`config.mk`:
```
export PLATFORM = sky130hd
export DESIGN_NAME = req_rsp_mux_loopback
export DESIGN_NICKNAME = d
export VERILOG_FILES = /design/src/rtl/req_rsp_mux_loopback.sv
export SDC_FILE = /design/constraint.sdc
export NUM_CORES = 1
export LEC_CHECK = 0
export ABC_AREA = 0
export CORE_UTILIZATION = 25
export DETAILED_ROUTE_END_ITERATION = 6
export GPL_TIMING_DRIVEN = 0
export PLACE_DENSITY = 0.47
export SLEW_MARGIN = 20
export SYNTH_ARGS = -nofsm -noshare
export SYNTH_HDL_FRONTEND = slang
export SYNTH_SLANG_ARGS = --single-unit
```
`constraint.sdc`:
```
create_clock -name clock -period 2.45 [get_ports clock]
set_clock_uncertainty 0.1 [all_clocks]
set_input_delay 0.49 -clock clock [delete_from_list [all_inputs] [get_ports clock]]
set_output_delay 0.49 -clock clock [all_outputs]
set_load 0.05 [all_outputs]
```
`src/rtl/req_rsp_mux_loopback.sv`:
```
// Request/response mux with loopback.
// Each request channel feeds its own FIFO. A round-robin arbiter pops one
// FIFO at a time into a single output register, which returns the data
// (optionally transformed) along with the index of the channel it came from.
module req_rsp_mux_loopback #(
    parameter int WIDTH    = 32,
    parameter int DEPTH    = 4,
    parameter int CHANNELS = 2,
    parameter int MODE     = 0,
    localparam int CW      = (CHANNELS > 1) ? $clog2(CHANNELS) : 1,
    localparam int PW      = $clog2(DEPTH),
    localparam int OW      = PW + 1
) (
    input  logic                      clock,
    input  logic                      reset,
    input  logic [CHANNELS-1:0]       req_valid,
    output logic [CHANNELS-1:0]       req_ready,
    input  logic [CHANNELS*WIDTH-1:0] req_data,
    output logic                      rsp_valid,
    input  logic                      rsp_ready,
    output logic [WIDTH-1:0]          rsp_data,
    output logic [CW-1:0]             rsp_chan,
    output logic [CHANNELS*OW-1:0]    occupancy
);

    logic [WIDTH-1:0]    mem    [CHANNELS][DEPTH];
    logic [PW-1:0]       wr_ptr [CHANNELS];
    logic [PW-1:0]       rd_ptr [CHANNELS];
    logic [OW-1:0]       count  [CHANNELS];
    logic [CHANNELS-1:0] push;
    logic [CHANNELS-1:0] pop;
    logic [CHANNELS-1:0] nonempty;
    logic [CW-1:0]       last_grant;
    logic [CW-1:0]       grant;
    logic                found;
    logic                load;
    logic [WIDTH-1:0]    head_data;
    logic [WIDTH-1:0]    xform_data;

    // Per-channel flags; ready is held low while reset is asserted and only looks at the fill count.
    always_comb begin
        req_ready = '0;
        nonempty  = '0;
        push      = '0;
        for (int i = 0; i < CHANNELS; i++) begin
            nonempty[i]  = (count[i] != '0);
            req_ready[i] = reset && (count[i] != OW'(DEPTH));
            push[i]      = req_valid[i] && req_ready[i];
        end
    end

    // Round-robin search starting one past the last granted channel; the first non-empty channel wins.
    always_comb begin
        int            cand;
        logic [CW-1:0] cidx;
        cand  = 0;
        cidx  = '0;
        found = 1'b0;
        grant = last_grant;
        for (int k = 1; k <= CHANNELS; k++) begin
            cand = int'(last_grant) + k;
            if (cand >= CHANNELS) begin
                cand = cand - CHANNELS;
            end
            cidx = CW'(cand);
            if (!found && nonempty[cidx]) begin
                found = 1'b1;
                grant = cidx;
            end
        end
    end

    // Output register loads when it is empty or being consumed and some FIFO has data; that load pops the granted FIFO.
    always_comb begin
        load = (!rsp_valid || rsp_ready) && found;
        pop  = '0;
        for (int i = 0; i < CHANNELS; i++) begin
            pop[i] = load && (grant == CW'(i));
        end
        head_data = mem[grant][rd_ptr[grant]];
        if (MODE == 1) begin
            xform_data = head_data + WIDTH'(1);
        end else if (MODE == 2) begin
            xform_data = ~head_data;
        end else begin
            xform_data = head_data;
        end
    end

    // FIFO pointers and fill counts; a push and pop in the same cycle leave the count unchanged.
    always_ff @(posedge clock) begin
        if (!reset) begin
            for (int i = 0; i < CHANNELS; i++) begin
                wr_ptr[i] <= '0;
                rd_ptr[i] <= '0;
                count[i]  <= '0;
            end
        end else begin
            for (int i = 0; i < CHANNELS; i++) begin
                if (push[i]) begin
                    wr_ptr[i] <= wr_ptr[i] + PW'(1);
                end
                if (pop[i]) begin
                    rd_ptr[i] <= rd_ptr[i] + PW'(1);
                end
                count[i] <= count[i] + OW'(push[i]) - OW'(pop[i]);
            end
        end
    end

    // FIFO storage writes; no reset needed since pushes are blocked during reset.
    always_ff @(posedge clock) begin
        for (int i = 0; i < CHANNELS; i++) begin
            if (push[i]) begin
                mem[i][wr_ptr[i]] <= req_data[i*WIDTH +: WIDTH];
            end
        end
    end

    // Output register and arbiter history; data and channel hold their last values when valid drops.
    always_ff @(posedge clock) begin
        if (!reset) begin
            rsp_valid  <= 1'b0;
            rsp_data   <= '0;
            rsp_chan   <= '0;
            last_grant <= CW'(CHANNELS - 1);
        end else if (load) begin
            rsp_valid  <= 1'b1;
            rsp_data   <= xform_data;
            rsp_chan   <= grant;
            last_grant <= grant;
        end else if (rsp_ready) begin
            rsp_valid  <= 1'b0;
        end
    end

    // Expose raw fill counts with no output register.
    always_comb begin
        occupancy = '0;
        for (int i = 0; i < CHANNELS; i++) begin
            occupancy[i*OW +: OW] = count[i];
        end
    end

endmodule

```
==> results of run 1 <==
## where the power goes
group	switching (mW)	internal [mW]	leakage (nW)	total (mW)
clock	2.05	3.36	0.592	5.40
sequential	0.240	6.22	2.75	6.46
combinational	3.03	2.42	1.55	5.45
total	5.32	12.0	4.89	17.3
## per-layer routing
metal | track usage | vias up
met1 | 0.148 | 2918
li1 | - | 2540
met3 | 0.0263 | 46
met4 | 0.0474 | 6
met2 | 0.200 | 118
met5 | 0 | -
## kinds of logic after synthesis
kind of cell,after synthesis,synth area share
DFF,305,0.758
AOI/OAI and AO/OA,43,0.0309
xor gates and xnor gates,6,0.00455
buffers and inverters,42,0.0203
muxes,96,0.153
adders and majority gates,14,0.0165
and+or+nand+nor,39,0.0177
## stage by stage
stage,setup TNS (ps),hold slack (ps),power [mW]
after CTS,-198,366,17.6
after global routing,-4670,387,18.2
after floorplan,-915,406,10.3
after detailed placement,-189910,351,12.0
final,-131,360,17.3
after global placement,-371420,345,11.9
## repair_timing
item / 4_1_cts / 5_1_grt
endpoints found under the hold margin: 0 / 0
gates resized for setup: 26 / 9
endpoints found under the setup margin: 225 / 116
setup buffers: 5 / 0
pin swaps: 4 / 7
## state kept, by name (all words and copies together), names as in the netlist
register,flops
mem,256
rsp_chan,1
count,6
wr_ptr,4
rsp_data,32
last_grant,1
rd_ptr,4
rsp_valid,1
## cell usage in the layout, fill, tap and decap left out, types with 3 or more instances in the layout
master           instances
a21o_1                   3
a21oi_1                  3
and2_1                   3
and2_2                   3
and2_4                   5
buf_12                   7
buf_16                   3
buf_2                    9
buf_4                    5
bufinv_16                4
clkbuf_1                18
clkbuf_16               38
clkbuf_2                 6
clkbuf_8                 3
clkdlybuf4s50_1        106
clkinv_1                 4
clkinv_2                 5
dfxtp_1                 36
dfxtp_2                  3
edfxtp_1               264
ha_1                     9
inv_1                   11
mux2i_1                 32
mux4_2                  64
nand2_1                  3
nor2_1                  16
nor2b_1                  3
o2bb2ai_1               32
xnor2_1                  4
## path summary, 6_finish.rpt
kind	start	slack, ps	end	cells past startpoint
worst min-delay path	rsp_data[24]	360	rsp_data[24]	1
worst max register to register	count[0][1]	-90	count[0][5]	13
worst min register to register	rsp_data[24]	360	rsp_data[24]	1
worst max-delay path	count[0][1]	-90	count[0][5]	13
## critical path, cell delays in order (launching register included)
cell     delay [ps]
dfxtp_4         340
or4b_4          540
o21ai_4          90
buf_12          130
nand2_4          50
inv_4            70
ha_4            190
inv_4            50
ha_4            120
inv_2            40
fa_2            350
xor2_2          160
xnor2_1         150
nor2_1           50
## layout make-up
cell class              count  area [µm²]
repair buffers            122        1300
well taps                 600         751
multi-input cells         198        2660
plain buffers              26         165
inverters                  15        61.3
fillers                  4415       30600
clock buffers              52        1030
clock inverters            14         176
flip-flops and latches    305        8760
diodes                      1        2.50
==> impl_metrics.py, run 1 <==
metrics = {
    "status": {
        "outcome": "complete, but fails checks",
        "violations": "negative setup slack",
    },
    "worst_setup_path": {
        "crit_path_start_kind": "register",
        "worstSetupPathType": "reg2reg",
        "cp.required_ps": 2760,
        "arrival_ps": 2850,
        "worstPathMaxFanout": 4,
        "cp-end-kind": "register",
    },
    "sta": {
        "slew_headroom": 0.467,
        "period_share": 1.04,
        "min_period_ps": 2540,
        "final-hold-violation-count": 0,
        "rsz0062_at_grt": "yes",
        "tightest_slew_ps": 799,
        "max_freq_ghz": 0.393,
        "drv_slew": 0,
        "fin_ws_ps": -93.3,
        "setup_viol": 2,
    },
    "place": {
        "io_buffers": 110,
        "placed_area_um2": 13600,
        "pre_cts_ws_ps": -912,
        "dp.cells": 1262,
        "dp_hpwl_um": 17300,
        "place_congestion": 0.667,
    },
    "drt": {
        "dr.pass1.iters": 4,
        "vias": 5628,
        "dr_wl_met2_um": 13300,
        "vias_per_cell": 4.22,
        "wl_met1_um": 11900,
        "wl_per_cell_um": 20.4,
        "wl_um": 27200,
        "dr.max_layer_used": "met5",
        "wl_met3_um": 1340,
        "drc_errors": 0,
        "drt_iter0_markers": 321,
        "final_antenna_net_count": 0,
    },
    "synthesis": {
        "ys_types": 29,
        "syn_inst": 545,
        "ys.flop_type": "edfxtp_1",
        "synth_edf_count": 264,
        "synth.avg_cell_area_um2": 21.2,
        "ys_seq_area_frac": 0.758,
        "yosysTopAreaCellShare": 0.687,
        "synth_async_sr_flop_share": 0,
        "ys_warn_count": 0,
        "syn_area_um2": 11500,
        "syn-num-nets": 628,
        "synth.area.top_cells": "edfxtp_1, mux4_2, dfxtp_1, mux2i_1, o2bb2ai_1",
        "ys_seq_elements": 305,
        "yosysMostFrequentCell": "edfxtp_1",
        "synth.largest_area_cell": "edfxtp_1",
        "yosys-top-cells-count": "edfxtp_1, mux4_2, dfxtp_1, mux2i_1, o2bb2ai_1",
    },
    "floorplanning": {
        "fp-row-count": 78,
        "io_pins": 111,
        "fp.dieH_um": 217,
        "die_area_um2": 47100,
        "initial_core_util": 0.254,
        "core_um2": 45500,
        "die_width_um": 217,
    },
    "clock_network": {
        "cts.clk_slew.worst_paths_ps": 50,
        "cts_hold_buf": 0,
        "cts.sinks": 305,
        "insertion_delay_ps": 530,
        "cts_root_buffer": "clkbuf_16",
        "numCtsBuffers": 36,
        "htreeDepth": 2,
        "cts_tree": "yes",
        "cts_buffer_depth": 3,
    },
    "power": {
        "peakVddDrop_uv": 403,
        "power-per-cell-area_nw_per_um2": 1160,
        "p_leak_nw": 4.89,
    },
    "cells_and_area": {
        "stdcell_count": 1333,
        "final_util": 0.328,
        "layout-drive-gt1-share": 0.245,
        "area_growth_pct": 29.1,
        "final_nets": 787,
        "postLayoutCellArea_um2": 14900,
    },
    "job": {
        "drv_cap": 0,
    },
    "global_routing": {
        "antenna_found_initial": 4,
        "first_global_vias": 6256,
        "grt_max_degree": 33,
        "grt_pass1_wl_um": 40300,
        "grt_overflow": 0,
        "grt_usage": 0.119,
    },
    "worst_hold_path": {
        "min_path_type": "reg2reg",
    },
}
Note: power is estimated with default switching activity, not from simulation.
==> run 2, diff against run 1 <==
--- a/config.mk
+++ b/config.mk
@@ -6,6 +6,7 @@
 export NUM_CORES = 1
 export LEC_CHECK = 0
 export ABC_AREA = 0
+export CORE_MARGIN = 5
 export CORE_UTILIZATION = 25
 export DETAILED_ROUTE_END_ITERATION = 6
 export GPL_TIMING_DRIVEN = 0
==> run 2 against run 1 <==
The run still ends with negative setup slack left. Register-to-register slack barely moved. Sequential power barely moved. Critical path depth did not move. First-iteration DRC count fell by 15%. Power rose by 0.38%. Final area fell by 0.27%. Final cell count rose by 0.15%. Largest power group unchanged. Maximum frequency fell by 0.46%. Global-route usage fell by 0.78 points.
==> impl_metrics.py, run 2 (same netlist as run 1, synthesis figures left out) <==
metrics = {
    "status": {
        "outcome": "complete, but fails checks",
        "violations": "negative setup slack",
    },
    "worst_setup_path": {
        "crit_path_start_kind": "register",
        "cp-end-kind": "register",
        "worstPathMaxFanout": 4,
        "cp.required_ps": 2760,
        "arrival_ps": 2870,
        "cp_slowest_cell": "or4b_4",
        "worstSetupPathType": "reg2reg",
        "path_cells": "or4b_4 > o21ai_4 > buf_12 > nand2_4 > inv_4 > ha_4 > inv_4 > ha_4 > inv_2 > fa_2 > xor2_1 > xnor2_1 > nor2_1",
        "critical_path.max_stage_delay_ps": 540,
    },
    "global_routing": {
        "grt_overflow": 0,
        "antenna_found_initial": 4,
        "grt_max_degree": 33,
        "grt_pass1_wl_um": 41700,
        "grt_usage": 0.111,
        "first_global_vias": 6229,
    },
    "place": {
        "pre_cts_ws_ps": -851,
        "place_congestion": 0.666,
        "dp_hpwl_um": 17200,
        "io_buffers": 110,
    },
    "cells_and_area": {
        "mostFrequentLayoutCells": "edfxtp_1, clkdlybuf4s50_1, mux4_2",
        "largest_register_ffs": 256,
        "final_nets": 789,
        "final_common_cell": "edfxtp_1",
        "final_util": 0.326,
        "layout-drive-gt1-share": 0.245,
        "diodes": 0,
        "area_growth_pct": 28.8,
    },
    "clock_network": {
        "cts_tree": "yes",
        "cts.sinks": 305,
        "cts_root_buffer": "clkbuf_16",
        "htreeDepth": 2,
        "cts.clk_slew.worst_paths_ps": 60,
        "cts_buffer_depth": 3,
        "numCtsBuffers": 37,
        "insertion_delay_ps": 530,
    },
    "power": {
        "power-per-cell-area_nw_per_um2": 1170,
        "p_leak_nw": 4.88,
        "peakVddDrop_uv": 496,
    },
    "floorplanning": {
        "die_width_um": 225,
        "initial_core_util": 0.253,
        "core_um2": 45600,
        "fp.dieH_um": 225,
        "fp-row-count": 78,
        "die_area_um2": 50600,
        "io_pins": 111,
    },
    "drt": {
        "dr.pass1.iters": 4,
        "vias_per_cell": 4.20,
        "drt_iter0_markers": 274,
        "wl_per_cell_um": 20.9,
        "drc_errors": 0,
        "vias": 5607,
        "wl_um": 27900,
        "final_antenna_net_count": 0,
    },
    "sta": {
        "min_period_ps": 2550,
        "rsz0062_at_grt": "yes",
        "max_freq_ghz": 0.391,
        "slew_headroom": 0.431,
        "drv_slew": 0,
        "final-hold-violation-count": 0,
        "tightest_slew_ps": 854,
        "setup_viol": 3,
        "fin_ws_ps": -105,
        "period_share": 1.04,
        "holdWs_ps": 361,
    },
    "job": {
        "drv_cap": 0,
    },
    "worst_hold_path": {
        "min_path_type": "reg2reg",
    },
}
[run 2: final timing paths]
kind / start / depth (start not counted) / to / slack, ps
worst max-delay path: count[0][1] / 13 / count[0][5] / -100
worst min-delay path: rsp_data[15] / 1 / rsp_data[15] / 360
worst max register to register: count[0][1] / 13 / count[0][5] / -100
worst min register to register: rsp_data[15] / 1 / rsp_data[15] / 360
[run 2: repair_timing]
action | 4_1_cts | 5_1_grt
pin swaps | 7 | 8
gates cloned | 1 | 0
hold endpoints to repair | 0 | 0
gates resized for setup | 29 | 6
setup buffers | 5 | 3
hold buffers | 0 | 0
setup endpoints to repair | 268 | 30
[run 2: final cells by class]
cell class | instances | area, µm²
multi-input combinational | 199 | 2670
clock buffer | 58 | 1070
tap | 600 | 751
inverter | 15 | 61.3
sequential | 305 | 8760
fill | 4324 | 30700
clock inverter | 10 | 154
buffer | 26 | 164
timing repair buffer | 122 | 1240
[run 2: stage by stage]
stage	setup TNS [ps]	cells	total power [mW]	area, µm²
final	-193	1335	17.4	14900
after CTS	-240	1332	17.6	14800
after floorplan	-915	545	10.3	11600
after detailed placement	-202980	1259	12.0	13500
after global routing	-1700	1335	18.3	14900
after global placement	-385050	1255	12.0	13400
[run 2: routing by layer]
layer | routed length, µm | track usage | up-vias | share of wire
met5 | 46 | 0 | - | 0.0017
met4 | 578 | 0.0293 | 8 | 0.021
met1 | 12100 | 0.144 | 2877 | 0.44
met2 | 13500 | 0.184 | 111 | 0.49
li1 | - | - | 2557 | -
met3 | 1540 | 0.0320 | 54 | 0.055
[run 2: power breakdown]
part | internal (mW) | switching, mW
Combinational | 2.41 | 3.06
Clock | 3.35 | 2.09
Sequential | 6.22 | 0.243
Total | 12.0 | 5.40
[run 2: critical path, delay by kind of cell (launching register included)]
kind,cells,cell delay [ps]
compound gates,1,90
xor+xnor,2,310
fa+ha+maj,3,650
buf+inv,4,300
flops,1,340
simple gates,3,640
